**src/rtl/fuzzy_sweep_driver_pkg.sv**
```systemverilog
// Shared grid constants, FSM encodings and the input clamp
// for the fuzzy controller sweep driver.
package fuzzy_pkg;

  localparam int STEP       = 16;
  localparam int RAW_MAX    = 256;
  localparam int AXIS_PTS   = 17;
  localparam int LO_CLAMP   = 1;
  localparam int HI_CLAMP   = 254;
  localparam int SETTLE_DEF = 14;

  localparam logic [2:0] S_IDLE    = 3'd0;
  localparam logic [2:0] S_APPLY   = 3'd1;
  localparam logic [2:0] S_SETTLE  = 3'd2;
  localparam logic [2:0] S_CAPTURE = 3'd3;
  localparam logic [2:0] S_HOLD    = 3'd4;
  localparam logic [2:0] S_DONE    = 3'd5;

  function automatic logic [7:0] clamp8(
    input logic [8:0] raw
  );
    if (raw < 9'(LO_CLAMP))
      return 8'(LO_CLAMP);
    else if (raw > 9'(HI_CLAMP))
      return 8'(HI_CLAMP);
    else
      return raw[7:0];
  endfunction

endpackage

```
**src/rtl/fuzzy_sweep_driver_if.sv**
```systemverilog
// Result handshake bundle: one sampled output plus the
// clamped input pair that produced it.
interface fuzzy_sweep_driver_if;

  logic       res_valid;
  logic       res_ready;
  logic [7:0] res_data;
  logic [7:0] res_in1;
  logic [7:0] res_in2;

  modport master (
    output res_valid,
    output res_data,
    output res_in1,
    output res_in2,
    input  res_ready
  );

  modport slave (
    input  res_valid,
    input  res_data,
    input  res_in1,
    input  res_in2,
    output res_ready
  );

endinterface

```
**src/rtl/fuzzy_sweep_driver_sweep_grid_counter.sv**
```systemverilog
// Nested 9-bit raw grid counters; j_raw is the inner axis.
// last flags the final (RAW_MAX, RAW_MAX) point.
module sweep_grid_counter
  import fuzzy_pkg::*;
(
  input  logic       clk,
  input  logic       rst_n,
  input  logic       clear,
  input  logic       advance,
  output logic [8:0] i_raw,
  output logic [8:0] j_raw,
  output logic       last
);

  always_ff @(posedge clk or negedge rst_n) begin
    if (!rst_n) begin
      i_raw <= '0;
      j_raw <= '0;
    end else if (clear) begin
      i_raw <= '0;
      j_raw <= '0;
    end else if (advance) begin
      if (j_raw == 9'(RAW_MAX)) begin
        j_raw <= '0;
        i_raw <= i_raw + 9'(STEP);
      end else begin
        j_raw <= j_raw + 9'(STEP);
      end
    end
  end

  assign last = (i_raw == 9'(RAW_MAX)) &&
                (j_raw == 9'(RAW_MAX));

endmodule

```
**src/rtl/fuzzy_sweep_driver.sv**
```systemverilog
// Sweeps the fuzzy controller inputs over a 17x17 grid.
// Optional FUZZY_SWEEP_CHECKSUM_EN adds a running result sum.
module fuzzy_sweep_driver
  import fuzzy_pkg::*;
#(
  parameter int SETTLE_CYCLES = SETTLE_DEF
) (
  input  logic       clk_0,
  input  logic       Srst_n,
  input  logic       start,
  input  logic [7:0] saida_defuzzy,
  output logic [7:0] Entrada_01,
  output logic [7:0] Entrada_02,
  output logic       busy,
  output logic       done,
  fuzzy_sweep_driver_if.master res
`ifdef FUZZY_SWEEP_CHECKSUM_EN
  ,
  output logic [15:0] sweep_sum
`endif
);

  localparam int CW =
    (SETTLE_CYCLES > 1) ? $clog2(SETTLE_CYCLES) : 1;

  logic [2:0]    state;
  logic [CW-1:0] settle_cnt;
  logic [8:0]    i_raw;
  logic [8:0]    j_raw;
  logic          last;
  logic          go;
  logic          hs;
  logic          advance;

  assign go      = (state == S_IDLE) && start;
  assign hs      = (state == S_HOLD) && res.res_ready;
  assign advance = hs && !last;

  sweep_grid_counter u_grid (
    .clk     (clk_0),
    .rst_n   (Srst_n),
    .clear   (go),
    .advance (advance),
    .i_raw   (i_raw),
    .j_raw   (j_raw),
    .last    (last)
  );

  always_ff @(posedge clk_0 or negedge Srst_n) begin
    if (!Srst_n) begin
      state        <= S_IDLE;
      settle_cnt   <= '0;
      Entrada_01   <= 8'(LO_CLAMP);
      Entrada_02   <= 8'(LO_CLAMP);
      res.res_data <= '0;
      res.res_in1  <= '0;
      res.res_in2  <= '0;
    end else begin
      unique case (state)
        S_IDLE: begin
          if (start)
            state <= S_APPLY;
        end
        S_APPLY: begin
          Entrada_01 <= clamp8(i_raw);
          Entrada_02 <= clamp8(j_raw);
          settle_cnt <= CW'(SETTLE_CYCLES - 1);
          state      <= S_SETTLE;
        end
        S_SETTLE: begin
          if (settle_cnt == '0)
            state <= S_CAPTURE;
          else
            settle_cnt <= settle_cnt - 1'b1;
        end
        S_CAPTURE: begin
          res.res_data <= saida_defuzzy;
          res.res_in1  <= Entrada_01;
          res.res_in2  <= Entrada_02;
          state        <= S_HOLD;
        end
        S_HOLD: begin
          if (res.res_ready)
            state <= last ? S_DONE : S_APPLY;
        end
        S_DONE: begin
          state <= S_IDLE;
        end
        default: begin
          state <= S_IDLE;
        end
      endcase
    end
  end

  // valid decodes from state so an async reset drops it at once
  assign res.res_valid = (state == S_HOLD);
  assign done          = (state == S_DONE);
  assign busy          = (state != S_IDLE) &&
                         (state != S_DONE);

`ifdef FUZZY_SWEEP_CHECKSUM_EN
  always_ff @(posedge clk_0 or negedge Srst_n) begin
    if (!Srst_n)
      sweep_sum <= '0;
    else if (go)
      sweep_sum <= '0;
    else if (hs)
      sweep_sum <= sweep_sum + {8'd0, res.res_data};
  end
`endif

endmodule

```
**src/flat_wrapper.sv**
```systemverilog
// flat-port wrapper written by rule: the top's interface ports become plain ports
module fuzzy_sweep_driver_flat import fuzzy_pkg::*;
#(
  parameter int SETTLE_CYCLES = SETTLE_DEF
)
  (clk_0, Srst_n, start, saida_defuzzy, Entrada_01, Entrada_02, busy, done, res_res_valid, res_res_data, res_res_in1, res_res_in2, res_res_ready);
  fuzzy_sweep_driver_if res_i ();
  input  logic clk_0;
  input  logic Srst_n;
  input  logic start;
  input  logic [7:0] saida_defuzzy;
  output logic [7:0] Entrada_01;
  output logic [7:0] Entrada_02;
  output logic busy;
  output logic done;
  output wire logic [$bits(res_i.res_valid)-1:0] res_res_valid;
  output wire logic [$bits(res_i.res_data)-1:0] res_res_data;
  output wire logic [$bits(res_i.res_in1)-1:0] res_res_in1;
  output wire logic [$bits(res_i.res_in2)-1:0] res_res_in2;
  input wire logic [$bits(res_i.res_ready)-1:0] res_res_ready;
  assign res_res_valid = res_i.res_valid;
  assign res_res_data = res_i.res_data;
  assign res_res_in1 = res_i.res_in1;
  assign res_res_in2 = res_i.res_in2;
  assign res_i.res_ready = res_res_ready;
  fuzzy_sweep_driver #(.SETTLE_CYCLES(SETTLE_CYCLES)) u_core (.clk_0(clk_0), .Srst_n(Srst_n), .start(start), .saida_defuzzy(saida_defuzzy), .Entrada_01(Entrada_01), .Entrada_02(Entrada_02), .busy(busy), .done(done), .res(res_i));
endmodule
```
**config.mk**
```make
export PLATFORM = sky130hd
export DESIGN_NAME = fuzzy_sweep_driver_flat
export DESIGN_NICKNAME = d
export VERILOG_FILES = /design/src/rtl/fuzzy_sweep_driver_pkg.sv /design/src/rtl/fuzzy_sweep_driver_if.sv /design/src/rtl/fuzzy_sweep_driver_sweep_grid_counter.sv /design/src/rtl/fuzzy_sweep_driver.sv /design/src/flat_wrapper.sv
export SDC_FILE = /design/constraint.sdc
export NUM_CORES = 1
export LEC_CHECK = 0
export ABC_AREA = 1
export CAP_MARGIN = 40
export CORE_MARGIN = 2
export CORE_UTILIZATION = 50
export CTS_CLUSTER_SIZE = 24
export DETAILED_ROUTE_END_ITERATION = 10
export GPL_ROUTABILITY_DRIVEN = 0
export GPL_TIMING_DRIVEN = 1
export PLACE_DENSITY = 0.8
export SYNTH_ARGS = -nofsm -noshare
export SYNTH_HDL_FRONTEND = slang
export SYNTH_SLANG_ARGS = --single-unit
```
**constraint.sdc**
```tcl
create_clock -name clk_0 -period 2.4 [get_ports clk_0]
set_input_delay 0.48 -clock clk_0 [delete_from_list [all_inputs] [get_ports clk_0]]
set_output_delay 0.48 -clock clk_0 [all_outputs]
set_load 0.005 [all_outputs]
```
After elaboration in Yosys (flattened, before gate mapping)
Cells that the tools add are included.
W data, S select, Z words.
- $add $sub $neg: 3
- magnitude comparators: 4
- equal/unequal tests: 12
- multiplexer cells: 17
- reduce and logical (&&, ||, !) cells: 15
- operators with widths (kind ; number):
    $mux W9 ; 6
    $mux W8 ; 4
    $add A9 B5 Y9 const B ; 2
    $eq A9 B9 Y1 const B ; 2
    $gt A9 B8 Y1 const B ; 2
    $lt A9 B1 Y1 const B ; 2
    $pmux W3 S5 ; 1
    $mux W3 ; 4
    $pmux W4 S2 ; 1
    $eq A3 B2 Y1 const B ; 2
    $eq A3 B3 Y1 const B ; 2
    $reduce_bool A2 Y1 ; 3
    $logic_and A1 B1 Y1 ; 5
    $logic_not A4 Y1 ; 1
    $mux W4 ; 1
    $ne A2 B1 Y1 const B ; 2
    $ne A2 B2 Y1 const B ; 2
    $reduce_and A2 Y1 ; 2
    $sub A4 B1 Y4 const B ; 1
    $eq A3 B1 Y1 const B ; 1
    $logic_not A3 Y1 ; 1
    $ne A3 B3 Y1 const B ; 1
    $reduce_and A3 Y1 ; 1
    $reduce_bool A3 Y1 ; 1
    $logic_not A1 Y1 ; 1
- register bits: 65
- input port bits: 12
- output and inout bits: 43
- word-level logic and storage cells: 60

Depth between registers and ports, before layout
Gate-level depths: netlist of the first run.
- depth after elaboration: 6
- depth in mapped cells: 10
- mapped depth without buffers: 10

By module
Synthesis of the first run repeated with hierarchy kept, for this count alone.
- cells, all modules: 311
- area total of the unflattened synthesis: 2904.0 µm²
- modules (own cells, without submodules) (module ; instances ; cells an instance ; area each (µm²) ; seq. area each (µm²)):
    fuzzy_sweep_driver ; 1 ; 215 ; 2177.1 ; 1178.6
    sweep_grid_counter ; 1 ; 96 ; 726.9 ; 250.2

Worst setup path after synthesis of the first run
OpenSTA, ideal clock, no wires.
- kind: flip-flop to flip-flop
- start point: reg u_core.u_grid.j_raw[4]
- end point: reg u_core.u_grid.i_raw[4]
- setup time: 0.117 ns
- arrival: 1.297 ns
- required time: 2.283 ns
- slack: 0.987 ns
- stages on the path, launching flop included: 11
- clock period less this slack: 1.413 ns
- path through: dfrtp_1 inv_1 ha_1 nand2_1 nor2_2 nand2_1 nand2_2 nand2_2 buf_6 nand3_1 nand2_1
- longest elaborated chain between the ends: 6
- elaborated cells on any way between the ends: 7
- ends and longest elaborated chain (item ; RTL line ; RTL):
    from (decl) ; fuzzy_sweep_driver_sweep_grid_counter.sv:11 ; output logic [8:0] j_raw,
    from (signal assigned) ; fuzzy_sweep_driver_sweep_grid_counter.sv:27 ; j_raw <= j_raw + 9'(STEP);
    $eq A9 B9 Y1 (*) ; fuzzy_sweep_driver_sweep_grid_counter.sv:23, fuzzy_sweep_driver_sweep_grid_counter.sv:33 ;
    $logic_and A1 B1 Y1 ; fuzzy_sweep_driver_sweep_grid_counter.sv:32 ; assign last = (i_raw == 9'(RAW_MAX)) &&
    $logic_not A1 Y1 ; fuzzy_sweep_driver.sv:37 ; assign advance = hs && !last;
    $logic_and A1 B1 Y1 ; fuzzy_sweep_driver.sv:37 ;
    $reduce_bool A2 Y1 (no line) ; -- ;
    $reduce_and A2 Y1 (no line) (*) ; -- ;
    to (signal assigned) ; fuzzy_sweep_driver_sweep_grid_counter.sv:25 ; i_raw <= i_raw + 9'(STEP);
    to (decl) ; fuzzy_sweep_driver_sweep_grid_counter.sv:10 ; output logic [8:0] i_raw,
Every way passes the cells marked *; elsewhere a longest branch is shown, timed or not.
A chain may end at the register's enable or synchronous reset.

Final worst setup path of the first run
- start point: reg u_core.state[0]
- end point: out res_res_valid
- longest elaborated chain between the ends: 1
- ends and longest elaborated chain (item ; RTL line ; RTL):
    from (decl) ; fuzzy_sweep_driver.sv:26 ; logic [2:0] state;
    from (signal assigned) ; fuzzy_sweep_driver.sv:84 ; state <= last ? S_DONE : S_APPLY;
    $eq A3 B3 Y1 ; fuzzy_sweep_driver.sv:97 ; assign res.res_valid = (state == S_HOLD);
    to (decl) ; flat_wrapper.sv:16 ; output wire logic [$bits(res_i.res_valid)-1:0] res_res_valid;
No other way between the ends.

==> results.md, run 1 <==
Floorplanning:
- After floorplanning, the core was sized to cover 4410 um^2.
- The I/O pin count is 55.
- After floorplanning, the core was divided into 24 placement rows.
- The initial standard-cell utilization of the core is 52.7%.
- The height of the die is 72.2 um.
- The die is ~72 um wide.
- The die covers about 5200 um^2.

STA:
- The timing-limited maximum frequency is a little under 0.5 GHz.
- The smallest clock period supported by the final layout is computed as a little over 2 ns.
- For the final routed database, the setup TNS stands at 0 ns.
- Headroom to the max-slew limit came out at around three fifths.
- The final setup violation count is 0.
- The number of failing hold endpoints at the final stage is 0.
- Dividing the final minimum period by the clock period gives between 80% and 90%.
- Setup repair after global routing left no endpoint under its margin.
- The slack of the critical path is ~0.32 ns.
- The largest clock skew in the final design is 0.00576 ns.
- The number of slew-limit violations in the final report was 0.
- The actual slew at the worst max-slew pin is ~0.58 ns.

CTS:
- The maximum number of buffers from clock root to sink is 2.
- The number of buffers inserted to repair setup after CTS is 0.
- The clock insertion delay at the later pin of the skew report is 0.30 ns.
- The TritonCTS buffer count is 5.
- After clock tree synthesis, the flow added hold-fix buffers numbering 0.
- The number of clock sinks seen by CTS is 49.
- The clock transition at the registers of the reported paths is ~0.090 ns.
- Post-CTS repair changed the size of 0 cells.
- The CTS tree is done.
- The H-tree depth is 2.
- The cell at the root of the clock tree is clkbuf_8.

Placed design:
- The placement-stage cell area is between 2000 and 3000 um^2.
- The count of buffers from port buffering is 54.
- The HPWL after detailed placement is approximately 3.6 mm.
- The worst slack at placement is 0.549 ns.

Critical path:
- The reg-to-reg startpoint is u_core.u_grid.j_raw[4].
- The worst endpoint data arrival time is around 1.6 ns.
- The type of origin of the critical path is a flop.
- The setup slack of the worst register-to-register path is about 0.70 ns.
- The worst setup path is captured at an output pin.
- The endpoint identified for the worst register-to-register timing path is u_core.u_grid.i_raw[6].
- The number of cells on the worst reg-to-reg path is 10.
- STA puts the critical path data required time at between 1.5 and 2 ns.
- Of all nets on the critical path, the largest fanout is 5.
- The critical path in this run is classified as reg -> out.

Global route:
- The initial antenna violation count is 0.
- Global routing used a little over 20% of the available tracks across all layers.
- The via count of the first global-routing pass came to 1724.
- The first-pass GRT wire length is between 8 and 9 mm.
- The total congestion overflow is 0.
- Entering global routing, the biggest net connects 29 pins.

Yosys:
- In this run, synthesis produced a sequential element count of 49.
- Summing the sequential cell areas from Yosys gives between 50% and 60% of the chip area.
- In this run, distinct cell masters in the synthesized netlist total 29.
- The count of yosys warnings during synthesis is 0.
- The number of nets in the synthesized netlist is about 270.
- Summing every instance area after synthesis gives between 2000 and 2500 um^2.
- After technology mapping, the gate count stands at between 200 and 300.
- Averaged over all synthesized cells, the footprint is between 9 and 10 um^2.

Final layout:
- After filler insertion, the fill cell instance count of the layout stands at between 300 and 400.
- The number of antenna diodes in the final layout is 0.
- The total area of multi-input combinational cells is between 800 and 900 um^2.
- The area added between synthesis and finish is 27.9%.
- In the layout the commonest cells are nand2_1 (53), clkdlybuf4s50_1 (53), dfrtp_1 (47), inv_1 (30), o21ai_0 (29).
- Once layout is complete, the utilization of the core stands at 67.4%.
- Across the whole layout, storage elements account for between 1000 and 1500 um^2.
- The final-stage net count is roughly 320.
- The share of post-route cells with drive strength above 1 is 9.15%.
- The final cell area excluding filler cells is a little under 3000 um^2.

Power and ir drop:
- The share of total power dissipated in the clock network is roughly 16%.
- Summed over all cells, the static leakage comes to approximately 1.4 nW.
- In this run the power density over the cells is approximately 1300 nW/um^2.
- The analysis attributes to net switching a power of ~1.4 mW.
- The design internal power is between 2 and 2.5 mW.
- The portion of total power attributed to sequential cells is approximately 38%.
- Across the VDD grid, the largest voltage drop is 0.760 mV.
- Of the total power, the share spent switching nets is roughly 36%.
- The combinational share of power is between 40% and 50%.

Routing:
- Summing over every cut layer, the via total after detailed routing is 1815.
- The number of design-rule violations left by the first detailed-router iteration is between 100 and 150.
- The via density per instance is 5.07.
- The remaining antenna violation count after routing is 0.
- The routed design has between 4 and 5 mm of wire.
- The number of iterations in the first detailed-routing pass is 4.
- Dividing the detail-routed wire length by the instance count gives ~13 um.
- After detailed routing, the number of remaining DRC violations is 0.

Job:
- Across the run, the number of max-cap violations was 0.

Run status:
- The flow ran to the end, and the final reports show no timing, DRC or antenna violations.

Worst hold path:
- The path class of the tightest hold or removal check is in -> async.
## critical path: stages (launching register included)
cell and delay [ns]:
dfrtp_1 0.47, nor2_4 0.16, nand2_1 0.10, inv_2 0.06, clkdlybuf4s50_1 0.51
## power by group through the flow
stage	Sequential, mW	Clock [mW]	Combinational, mW
finish	1.47	0.603	1.82
global route	1.53	0.656	2.07
CTS	1.47	0.626	1.85
detailed placement	1.49	0	1.84
global placement	1.47	0	1.79
floorplan	1.46	0	1.05
## logic make-up after synthesis
kind of cell | after synthesis | synth area share (%)
compound gates | 38 | 8.93
xor+xnor | 4 | 1.51
fa+ha+maj | 5 | 2.69
buf+inv | 50 | 9.90
flops | 49 | 52.9
mux | 10 | 4.84
simple gates | 101 | 19.3
## through the flow
stage	cells	hold slack [ns]	power [mW]
2_1_floorplan	257	0.184	2.51
3_3_place_gp	350	0.465	3.26
3_5_place_dp	350	0.472	3.33
4_1_cts	358	0.183	3.95
5_1_grt	358	0.203	4.25
6_report	358	0.174	3.90
## synth_stat cells (all sizes together)
cell / n / share of area, %
o22ai: 1 / 0.54
a22oi: 2 / 0.65
dfstp: 2 / 2.3
dfrtp: 47 / 51
o21bai: 1 / 0.32
o21a: 1 / 0.32
ha: 5 / 2.7
a21oi: 3 / 0.65
nor2: 20 / 4.0
buf: 13 / 3.9
xor2: 3 / 1.1
nand4: 3 / 0.81
clkbuf: 2 / 0.32
nor3b: 1 / 0.32
nand2: 57 / 9.6
o21ai: 30 / 6.5
mux2: 10 / 4.8
inv: 35 / 5.7
xnor2: 1 / 0.38
nand3: 20 / 4.5
## final cells by class
type / instances / area share (%)
flip-flops and latches: 49 / 41.3
multi-input cells: 158 / 29.1
repair buffers: 56 / 18.9
inverters: 35 / 4.42
clock buffers: 6 / 2.78
well taps: 52 / 2.19
clock inverters: 2 / 1.26
## sequential cells by signal, indices dropped and copies added (netlist names)
| name | cells |
|---|---|
| u_core.res.res_data | 8 |
| u_core.Entrada_01 | 6 |
| u_core.Entrada_02 | 6 |
| u_core.res.res_in1 | 6 |
| u_core.res.res_in2 | 6 |
| u_core.u_grid.i_raw | 5 |
| u_core.u_grid.j_raw | 5 |
| u_core.settle_cnt | 4 |
| u_core.state | 3 |
## worst max path at each step
stage | to | cells past startpoint | slack, ns | start
2_1_floorplan | u_core.u_grid.i_raw[4] | 10 | 0.99 | u_core.u_grid.j_raw[4]
3_3_place_gp | u_core.u_grid.i_raw[6] | 8 | 0.60 | start
3_5_place_dp | u_core.u_grid.i_raw[6] | 8 | 0.55 | start
4_1_cts | res_res_valid | 4 | 0.31 | u_core.state[0]
5_1_grt | busy | 5 | 0.23 | u_core.state[0]
6_report | res_res_valid | 4 | 0.32 | u_core.state[0]
## layer usage
| metal | vias to the layer above | share of wire, % | GRT usage (%) | wire [um] |
|---|---|---|---|---|
| li1 | 907 | - | - | - |
| met4 | 0 | 1.5 | 6.92 | 70 |
| met3 | 7 | 3.7 | 3.89 | 175 |
| met1 | 859 | 44 | 26.3 | 2080 |
| met5 | - | 0 | 0 | 0 |
| met2 | 42 | 51 | 33.8 | 2410 |
Note: power is estimated with default switching activity, not from simulation.
==> inputs of run 2 (changes only) <==
==> constraint.sdc (replaced) <==
create_clock -name clk_0 -period 2.4 [get_ports clk_0]
set_input_delay 0.48 -clock clk_0 [delete_from_list [all_inputs] [get_ports clk_0]]
set_output_delay 0.48 -clock clk_0 [all_outputs]
set_load 0.01 [all_outputs]
==> results.md, run 2 (synthesized netlist as in run 1, its figures left out) <==
Power and ir drop:
- The areal power density over the cells is 1350 nW/um^2 (+3.2%).
- The net switching power figure is 1.54 mW (+8.4%).
- The combinational share of power was 48.3% (+1.5 points).
- The total leakage power is 1.42 nW (unchanged).
- The worst voltage drop across the vdd grid came to 0.839 mV (+10%).
- The switching share of total power is 38.3% (+1.8 points).
- The design internal power was 2.48 mW (+0.18%).
- The clock network fraction of design power was 15.1% (-0.4 points).
- The portion of total power attributed to sequential cells is 36.7% (-1.1 points).

Global route:
- The via count of the first global-routing pass is 1738 (+0.81%).
- The overall fraction of global-route tracks in use is 19.7% (-0.53 points).
- The initial antenna violation count is 0 (unchanged).
- The first-pass GRT wire length is 7.89 mm (-2.4%).
- The pin count of the biggest net entering global routing came to 29 (unchanged).
- The total congestion overflow is 0 (unchanged).

CTS:
- The TritonCTS buffer count is 5 (unchanged).
- The H-tree depth is 2 (unchanged).
- The number of clock sinks seen by CTS came to 49 (unchanged).
- The quantity of gates resized following cts is 0 (unchanged).
- The clock transition at the registers of the reported paths came to 0.09 ns (about the same).
- The root buffer cell chosen for the clock tree is clkbuf_8.
- The number of buffers inserted to repair setup after CTS is 0 (unchanged).
- The clock insertion delay at the later pin of the skew report came to 0.30 ns (about the same).
- The maximum number of buffers from clock root to sink was 2 (unchanged).
- The CTS tree is done.
- The hold buffer count at CTS is 0 (unchanged).

STA:
- The number of failing hold endpoints at the final stage is 0 (unchanged).
- Setup repair after global routing left no endpoint under its margin.
- The largest clock skew in the final design is 0.00710 ns (+0.00134 ns).
- The number of slew-limit violations in the final report is 0 (unchanged).
- The total negative setup slack is 0 ns (unchanged).
- The timing-limited maximum frequency is 0.464 GHz (-3.7%).
- The actual slew at the worst max-slew pin is 0.598 ns (+0.0179 ns).
- The smallest hold slack is 0.170 ns (-0.00401 ns).
- The relative slew slack is 60.2% (-1.2 points).
- The final critical delay including setup and external delays is 2.16 ns (+0.0788 ns).
- The final setup violation count came to 0 (unchanged).
- The share of the clock period used by the worst path is 89.8% (+3.3 points).

Routing:
- The detailed-route wire length was 4.54 mm (-4.1%).
- The amount of wire on met2 after detailed routing was 2.22 mm (-7.9%).
- The number of iterations in the first detailed-routing pass is 4 (unchanged).
- The final routed wire length divided by cell count is 12.7 um (-4.1%).
- The number of design-rule violations left by the first detailed-router iteration is 139 (+14%).
- The highest metal layer carrying signal wires in the routed design is met4.
- The DRC violation count after routing is 0 (unchanged).
- The remaining antenna violation count after routing is 0 (unchanged).
- The via density per instance is 5.04 (-0.55%).
- The met1 routed wirelength after detailed routing came to 2.00 mm (-4.0%).
- The total vias in the final route is 1805 (-0.55%).
- The met3 wire length is 207 um (+18%).

Final layout:
- Leaving out fill and tap cells, the most frequent cells in the layout are nand2_1 (53), clkdlybuf4s50_1 (53), dfrtp_1 (47), inv_1 (30), o21ai_0 (29).
- The number of flip-flops under the largest register name is 8 (unchanged).
- The total inserted antenna cells is 0 (unchanged).
- The final-stage net count was 322 (unchanged).
- More flip-flops sit in one register than any other, and that register is u_core.res.res_data.
- The share of post-route cells with drive strength above 1 is 9.15% (unchanged).
- The area added between synthesis and finish is 27.9% (unchanged).
- The filler cell count came to 353 (-1.7%).

Floorplanning:
- The I/O pin count came to 55 (unchanged).
- The area of the die is 5210 um^2 (unchanged).
- The total core area is 4410 um^2 (unchanged).
- The overall die width came to 72.2 um (unchanged).
- The height of the die was 72.2 um (unchanged).
- The initial standard-cell utilization of the core is 52.7% (unchanged).
- The row count is 24 (unchanged).

Critical path:
- STA classifies the critical path startpoint as a flop.
- The worst setup path is of the reg -> out kind.
- The worst endpoint data arrival time is 1.68 ns (+0.08 ns).
- STA classifies the critical path endpoint as an output pin.
- Walking the worst path, the cells encountered are inv_1 -> nand2_1 -> nor2_1 -> clkdlybuf4s50_1.
- The number of cells on the worst reg-to-reg path is 10 (unchanged).
- The required time reported for the critical path endpoint is 1.92 ns (about the same).
- The worst-path maximum fanout is 5 (unchanged).
- The master of the slowest instance on the critical path is clkdlybuf4s50_1.
- The peak per-stage delay on the critical path was 0.56 ns (+0.05 ns).

Placed design:
- The HPWL after detailed placement is 3.35 mm (-6.3%).
- The count of buffers from port buffering is 54 (unchanged).

Job:
- The number of maximum-capacitance violations is 0 (unchanged).

Run status:
- The flow ran to the end, and the final reports show no timing, DRC or antenna violations.

Worst hold path:
- In this run the worst hold path is classified as in -> async.
==> run 2: cell counts in the layout (fill, tap and decap cells not counted) <==
No cell type changed its count.
==> run 2: routing by layer <==
layer,vias up,global-route usage [%]
li1,906,-
met1,838,24.3
met2,47,33.2
met3,14,3.61
met4,0,9.43
met5,-,0
==> run 2: critical path: cells and delay by family, from the launching register on <==
| family | cells | cell delay (ns) |
|---|---|---|
| simple gates | 2 | 0.23 |
| flops | 1 | 0.46 |
| buf+inv | 2 | 0.68 |
==> run 2: layout make-up <==
cell class | instances | area (um^2) | share of cell area, %
Sequential cell | 49 | 1230 | 41.3
Multi-Input combinational cell | 158 | 866 | 29.1
Clock buffer | 6 | 82.6 | 2.78
Timing Repair Buffer | 56 | 563 | 18.9
Tap cell | 52 | 65.1 | 2.19
Inverter | 35 | 131 | 4.42
Clock inverter | 2 | 37.5 | 1.26
==> run 2: path summary, 6_finish.rpt <==
| check | start | endpoint | slack [ns] |
|---|---|---|---|
| max reg2reg | u_core.u_grid.j_raw[4] | u_core.u_grid.i_raw[7] | 0.70 |
| min reg2reg | u_core.res.res_in2[7] | u_core.res.res_in2[7] | 0.49 |
| max | u_core.state[1] | done | 0.24 |
| min in group clk_0 | u_core.res.res_in2[7] | u_core.res.res_in2[7] | 0.49 |
| max in group asynchronous | Srst_n | u_core.Entrada_02[0] | 1.60 |
| min | Srst_n | u_core.res.res_data[4] | 0.17 |
==> run 2: power groups by stage <==
stage / combinational [mW] / sequential [mW] / clock [mW]
final: 1.94 / 1.47 / 0.607
after floorplan: 1.08 / 1.55 / 0
after global routing: 2.18 / 1.53 / 0.658
after CTS: 1.97 / 1.48 / 0.621
after global placement: 1.91 / 1.47 / 0
after detailed placement: 1.95 / 1.49 / 0
==> run 2: metrics by stage <==
step                      util (%)  cells  setup WS, ns  cell area [um^2]  power, mW
after floorplan                  -    257         0.987              2320       2.63
after global placement        64.7    350         0.609              2850       3.38
after detailed placement      64.7    350         0.566              2850       3.44
after CTS                     67.4    358         0.228              2970       4.06
after global routing          67.4    358         0.129              2970       4.36
final                         67.4    358         0.245              2970       4.02
==> inputs of run 3 (changes only) <==
--- a/config.mk
+++ b/config.mk
@@ -14,6 +14,7 @@
 export GPL_ROUTABILITY_DRIVEN = 0
 export GPL_TIMING_DRIVEN = 1
 export PLACE_DENSITY = 0.8
+export SETUP_SLACK_MARGIN = 0.1
 export SYNTH_ARGS = -nofsm -noshare
 export SYNTH_HDL_FRONTEND = slang
 export SYNTH_SLANG_ARGS = --single-unit
==> results of run 3 <==
Final layout, timing and power as in run 2 (identical DEF).
